==> src/rtl/param_def.sv <==
// Code-rate encodings shared by the encoder/decoder datapath.
package param_def;
  localparam logic CODE_RATE_2 = 1'b0;
  localparam logic CODE_RATE_3 = 1'b1;
endpackage

==> src/rtl/viterbi_pkg.sv <==
// Frame geometry and loader state encoding for the slicer front end.
package viterbi_pkg;
  import param_def::*;

  localparam int ENC_FRAME_W = 320;
  localparam int DEC_FRAME_W = 384;

  localparam logic [5:0] ENC_FRAME_BYTES = 6'd40;
  localparam logic [5:0] DEC_BYTES_R2    = 6'd32;
  localparam logic [5:0] DEC_BYTES_R3    = 6'd48;

  typedef enum logic [1:0] {IDLE, LOAD, FULL} loader_state_t;

  function automatic logic [5:0] frame_bytes(input logic mode, input logic rate);
    if (!mode) return ENC_FRAME_BYTES;
    return (rate == CODE_RATE_3) ? DEC_BYTES_R3 : DEC_BYTES_R2;
  endfunction
endpackage

==> src/rtl/load_timer.sv <==
// Idle-gap down-counter for the loader; only built when LOAD_TIMEOUT_EN is defined.
// expire pulses after CYCLES-1 consecutive running cycles without a clear.
`ifdef LOAD_TIMEOUT_EN
module load_timer #(
  parameter int CYCLES = 1024
) (
  input  logic clk,
  input  logic rst,
  input  logic run,
  input  logic clear,
  output logic expire
);
  localparam int W = $clog2(CYCLES);
  localparam logic [W-1:0] RELOAD = W'(CYCLES - 1);

  logic [W-1:0] remain;

  assign expire = run && !clear && (remain == W'(1));

  always_ff @(posedge clk or posedge rst) begin
    if (rst)                          remain <= RELOAD;
    else if (clear || !run || expire) remain <= RELOAD;
    else                              remain <= remain - W'(1);
  end
endmodule
`endif

==> src/rtl/frame_loader.sv <==
// Byte-stream loader assembling encoder/decoder frames MSB first for the slicer.
// Optional idle-gap timeout is enabled with LOAD_TIMEOUT_EN.
//   state | meaning
//   IDLE  | waiting for the first byte of a frame
//   LOAD  | collecting bytes until the mode/rate byte count is reached
//   FULL  | frame held stable until acknowledged
module frame_loader
  import param_def::*;
  import viterbi_pkg::*;
#(
  parameter int ENC_FRAME_W    = viterbi_pkg::ENC_FRAME_W,
  parameter int DEC_FRAME_W    = viterbi_pkg::DEC_FRAME_W,
  parameter int TIMEOUT_CYCLES = 1024
) (
  input  logic                   clk,
  input  logic                   rst,
  input  logic                   i_mode,
  input  logic                   i_code_rate,
  input  logic [7:0]             i_data,
  input  logic                   i_valid,
  output logic                   o_ready,
  input  logic                   i_flush,
  input  logic                   i_frame_ack,
  output logic [ENC_FRAME_W-1:0] o_encoder_data_frame,
  output logic [DEC_FRAME_W-1:0] o_decoder_data_frame,
  output logic                   o_frame_valid,
  output logic                   o_frame_mode,
  output logic                   o_frame_rate,
  output logic                   o_timeout
);
  loader_state_t state, state_next;
  logic [5:0] count;
  logic [5:0] target;
  logic [8:0] enc_pos;
  logic [8:0] dec_pos;
  logic       hs;
  logic       flush_load;
  logic       accept;
  logic       last;
  logic       expire;

  assign hs         = i_valid & o_ready;
  assign flush_load = i_flush & (state == LOAD);
  assign accept     = hs & ~flush_load;
  assign target     = frame_bytes(o_frame_mode, o_frame_rate);
  assign last       = (state == LOAD) & accept & (count == target - 6'd1);
  assign enc_pos    = 9'(ENC_FRAME_W - 1) - {count, 3'b000};
  assign dec_pos    = (o_frame_rate == CODE_RATE_3) ? 9'(DEC_FRAME_W - 1) - {count, 3'b000}
                                                    : 9'd255 - {count, 3'b000};

`ifdef LOAD_TIMEOUT_EN
  load_timer #(.CYCLES(TIMEOUT_CYCLES)) u_load_timer (
    .clk    (clk),
    .rst    (rst),
    .run    (state == LOAD),
    .clear  (hs | flush_load),
    .expire (expire)
  );

  always_ff @(posedge clk or posedge rst) begin
    if (rst) o_timeout <= 1'b0;
    else     o_timeout <= expire;
  end
`else
  assign expire    = 1'b0;
  assign o_timeout = 1'b0;
`endif

  always_ff @(posedge clk or posedge rst) begin
    if (rst) state <= IDLE;
    else     state <= state_next;
  end

  always_comb begin
    state_next = state;
    case (state)
      IDLE: if (accept) state_next = LOAD;
      LOAD: begin
        if (flush_load || expire) state_next = IDLE;
        else if (last)            state_next = FULL;
      end
      FULL: if (i_frame_ack) state_next = IDLE;
      default: state_next = IDLE;
    endcase
  end

  // ready is forced low during reset, not just from the reset state
  always_comb begin
    o_ready       = ~rst & (state != FULL);
    o_frame_valid = (state == FULL);
  end

  always_ff @(posedge clk or posedge rst) begin
    if (rst) begin
      count                <= '0;
      o_encoder_data_frame <= '0;
      o_decoder_data_frame <= '0;
      o_frame_mode         <= 1'b0;
      o_frame_rate         <= 1'b0;
    end else begin
      case (state)
        IDLE: if (accept) begin
          o_frame_mode <= i_mode;
          o_frame_rate <= i_code_rate;
          count        <= 6'd1;
          if (!i_mode)
            o_encoder_data_frame <= {i_data, {(ENC_FRAME_W-8){1'b0}}};
          else if (i_code_rate == CODE_RATE_3)
            o_decoder_data_frame <= {i_data, {(DEC_FRAME_W-8){1'b0}}};
          else
            o_decoder_data_frame <= {{(DEC_FRAME_W-256){1'b0}}, i_data, 248'd0};
        end
        LOAD: begin
          if (flush_load || expire) begin
            count <= '0;
          end else if (accept) begin
            if (!o_frame_mode) o_encoder_data_frame[enc_pos -: 8] <= i_data;
            else               o_decoder_data_frame[dec_pos -: 8] <= i_data;
            if (count != target) count <= count + 6'd1;
          end
        end
        FULL: if (i_frame_ack) count <= '0;
        default: count <= '0;
      endcase
    end
  end
endmodule

==> config.mk <==
export PLATFORM = sky130hd
export DESIGN_NAME = frame_loader
export DESIGN_NICKNAME = d
export VERILOG_FILES = /design/src/rtl/param_def.sv /design/src/rtl/viterbi_pkg.sv /design/src/rtl/load_timer.sv /design/src/rtl/frame_loader.sv
export SDC_FILE = /design/constraint.sdc
export NUM_CORES = 2
export LEC_CHECK = 0
export BUFFER_PORTS_ARGS = -buffer_cell sky130_fd_sc_hd__buf_2
export CORE_ASPECT_RATIO = 0.5
export CORE_UTILIZATION = 45
export CTS_CLUSTER_SIZE = 20
export DETAILED_ROUTE_END_ITERATION = 10
export GPL_TIMING_DRIVEN = 0
export PLACE_DENSITY = 0.69
export SLEW_MARGIN = 0
export SYNTH_ARGS = -nofsm -noshare
export SYNTH_HDL_FRONTEND = slang
export SYNTH_SLANG_ARGS = --single-unit
==> constraint.sdc <==
create_clock -name clk -period 36 [get_ports clk]
set_clock_uncertainty 0.05 [all_clocks]
set_input_delay 9 -clock clk [delete_from_list [all_inputs] [get_ports clk]]
set_output_delay 9 -clock clk [all_outputs]
set_load 0.03 [all_outputs]
==> impl_results.md <==
- Status: complete, no violations
- Ys async rst share: 100.0%
- Tmin final: 18.54 ns
- Synth Net Count: 2319
- Syn_area_per_cell: 12.48 um^2
- Core Footprint: 61980 um^2
- Worst EP arrival: 9.49 ns
- IO buf count: 714
- Final period utilization: 51.49%
- # IOs: 724
- DR pass1 iterations: 6
- Post-synth EDFFs: 0
- RSZ-0062 raised after global routing: false
- Synth Area in Simple Gates: 9.277%
- Post-synthesis register bit count: 714
- Max-Cap Viols: 0
- Overall Power: 0.001702 W
- Avg WL per Cell: 28.54 um
- Largest family of logic cells by synthesized area: compound AO/OA/AOI/OAI gates
- Pwr dens: 47.74 nW/um^2
- Worst slew pin tran: 1.254 ns
- Die X: 358.8 um
- CTS Buf Count: 66
- Final Hold Vio Count: 0
- GPL Wtd Cong: 1.011
- Number of global-route vias before repair: 23820
- CTS Root Cell: clkbuf_16
- Met3 Wirelength: 9250 um
- Post-DP HPWL: 82030 um
- H-tree levels: 3
- Sequential-to-total area share from yosys stat: 62.37%
- Pre-CTS setup slack: 17.46 ns
- Initial antenna violation count: 2
- Hold_ws: 0.4329 ns
- Worst slew margin: 15.82%
- Grt total ovfl: 0
- Ys flop type: dfrtp_1
- DRC: 0
- Filler cell count: 5313
- Fmax: 0.05395 GHz
- Top Layer Used: met4
- Fin. max-slew vios: 0
- 1st-iter DRT viols: 2605
- Critical Path Sink Type: output pin
- Die Area: 64730 um^2
- Area growth from synthesis to layout: 24.47%
- Yosys warns: 0
- First-pass GRT wire length: 164300 um
- Met2 WL post-DR: 52150 um
- Reg clk slew, reported paths: 0.06 ns
- Synth Area in Compound Gates: 22.00%
- Mux contribution to synthesized area: 2.865%
- Post-DR vias/cell: 6.251
- Met1 wire length: 44460 um
- Layout cells sized above 1: 29.58%
- Worst-skew pair later-pin latency: 0.62 ns
- Synthesized area: 28650 um^2
- CTS tree: built
- Die span in y: 180.4 um
- Syn Inst Count: 2296
- Via count: 24740
- Adder-cell share of the synthesized area: 0.3494%
- Final setup fails: 0
- Hold Buf Count CTS: 0
- Postcts setup bufs: 0
- Post-Synth XOR/XNOR Area: 0.1223%
- Worst hold path type: reg2reg
- CTS resizes: 0
- Wirelength, routed: 113000 um
- Fin worst setup slack: 17.46 ns
- Bufs on Longest Clock Path: 3
- CP startpoint kind: input pin
- Crit path kind: in2out
- Final #Nets: 3106
- Total track usage: 34.18%
- CP required: 26.95 ns
- CTS Sinks: 714
- Worst vdd ir: 0.00003363 V
- Netlist cell types: 61
- Largest net degree at the start of global routing: 134
- Pleak: 18.38 nW
- Routed Antenna Nets: 0
- Starting Density: 46.22%
- Critical path fanouts, max: 5
- Row count: 64
metrics by stage:
step	utilization, %	std cells	setup TNS (ns)	instance area [um^2]
after detailed placement	53.89	3840	0	33400
after floorplan	-	2296	0	28650
after global placement	53.65	3835	-344.35	33250
after CTS	57.52	3955	0	35650
final	57.53	3958	0	35660
after global routing	57.53	3957	0	35650
Yosys cell counts, types with 6 or more instances:
cell	n	share of area (%)
dfrtp_1	714	62
a22o_1	368	11
o2bb2ai_1	192	5.9
nand2_1	155	2.0
nor2_1	107	1.4
clkbuf_1	100	1.3
mux2i_1	82	2.9
inv_1	73	0.96
o21ai_1	73	1.3
nand3_1	60	1.0
o22ai_1	48	1.0
nor3_1	39	0.68
nor3_2	37	1.3
a211oi_1	32	0.84
buf_2	24	0.42
or3_1	21	0.46
nor4_1	17	0.37
nand2b_1	11	0.24
a31o_2	10	0.31
buf_1	10	0.13
nor3_4	10	0.57
a21boi_0	9	0.24
o21ai_0	9	0.16
a32o_1	8	0.28
ha_1	8	0.35
nand3b_1	8	0.21
o21a_1	8	0.21
nor2b_1	6	0.13
flip-flops by register name (all words and copies together), names as in the netlist:
signal                count
o_decoder_data_frame    384
o_encoder_data_frame    320
count                     6
state                     2
o_frame_mode              1
o_frame_rate              1
final cells by class:
cell class / instances / area (um^2) / share of cell area, %
Tap cell: 825 / 1032 / 2.895
Inverter: 73 / 281.5 / 0.7895
Buffer: 141 / 588.1 / 1.649
Clock buffer: 94 / 1973 / 5.534
Timing Repair Buffer: 719 / 3711 / 10.41
Multi-Input combinational cell: 1368 / 9918 / 27.82
Antenna cell: 3 / 7.507 / 0.02105
Sequential cell: 714 / 17870 / 50.11
Clock inverter: 21 / 277.8 / 0.7790
worst max-delay path, cell delays in order:
cell	delay, ns
buf_2	0.16
nor2_1	0.12
buf_2	0.20
placed cells by master (no fill, tap or decap), types with 4 or more instances in the layout:
| master | Yosys | routed |
|---|---|---|
| clkbuf_16 | 0 | 71 |
| nor3_2 | 37 | 37 |
| nand3_1 | 60 | 60 |
| a22o_1 | 368 | 368 |
| nand3b_1 | 8 | 8 |
| o21ai_0 | 9 | 9 |
| or3b_2 | 5 | 5 |
| nand2b_1 | 11 | 11 |
| buf_1 | 10 | 10 |
| or3_1 | 21 | 21 |
| a211oi_1 | 32 | 32 |
| a31o_2 | 10 | 10 |
| buf_16 | 0 | 5 |
| nor2_1 | 107 | 107 |
| buf_2 | 24 | 738 |
| nor3_1 | 39 | 39 |
| bufinv_16 | 0 | 6 |
| o21ai_1 | 73 | 73 |
| nor3_4 | 10 | 10 |
| nand2_1 | 155 | 155 |
| nor4_1 | 17 | 17 |
| clkinv_2 | 0 | 11 |
| a32o_1 | 8 | 8 |
| dfrtp_1 | 714 | 714 |
| o21a_1 | 8 | 8 |
| clkbuf_8 | 0 | 11 |
| nor2b_1 | 6 | 6 |
| a21boi_0 | 9 | 9 |
| o2bb2ai_1 | 192 | 192 |
| mux2i_1 | 82 | 82 |
| inv_1 | 73 | 72 |
| clkbuf_1 | 100 | 112 |
| o22ai_1 | 48 | 48 |
| or2_2 | 4 | 4 |
| ha_1 | 8 | 8 |
path summary, 6_finish.rpt:
path	slack, ns	cells past startpoint	from	endpoint
worst max-delay path	17.46	3	rst	o_ready
worst min-delay path	0.43	1	o_encoder_data_frame[283]	o_encoder_data_frame[283]
worst max register to register	31.43	11	count[3]	o_encoder_data_frame[170]
worst min register to register	0.43	1	o_encoder_data_frame[283]	o_encoder_data_frame[283]
max in group asynchronous	25.65	4	rst	o_decoder_data_frame[13]
min in group asynchronous	8.57	2	rst	o_decoder_data_frame[25]
routing by layer:
metal	up-vias	global-route usage, %
met5	-	0
met4	0	18.75
met3	342	8.004
met2	1341	52.79
met1	12820	44.87
li1	10240	-
cell families (layout without fill, tap and decap cells):
| family | count (synthesis) | count (layout) |
|---|---|---|
| buffers and inverters | 214 | 1048 |
| DFF | 714 | 714 |
| adders and majority gates | 8 | 8 |
| other | 1 | 4 |
| xor gates and xnor gates | 4 | 4 |
| and+or+nand+nor | 501 | 501 |
| muxes | 82 | 82 |
| AOI/OAI and AO/OA | 772 | 772 |
power breakdown:
| group | total (W) | switching (W) | internal, W |
|---|---|---|---|
| clock | 0.000745 | 0.000319 | 0.000427 |
| combinational | 0.000138 | 0.000112 | 0.0000262 |
| sequential | 0.000819 | 0.00000650 | 0.000812 |
| total | 0.00170 | 0.000437 | 0.00127 |
(Power assumes the default switching activity.)
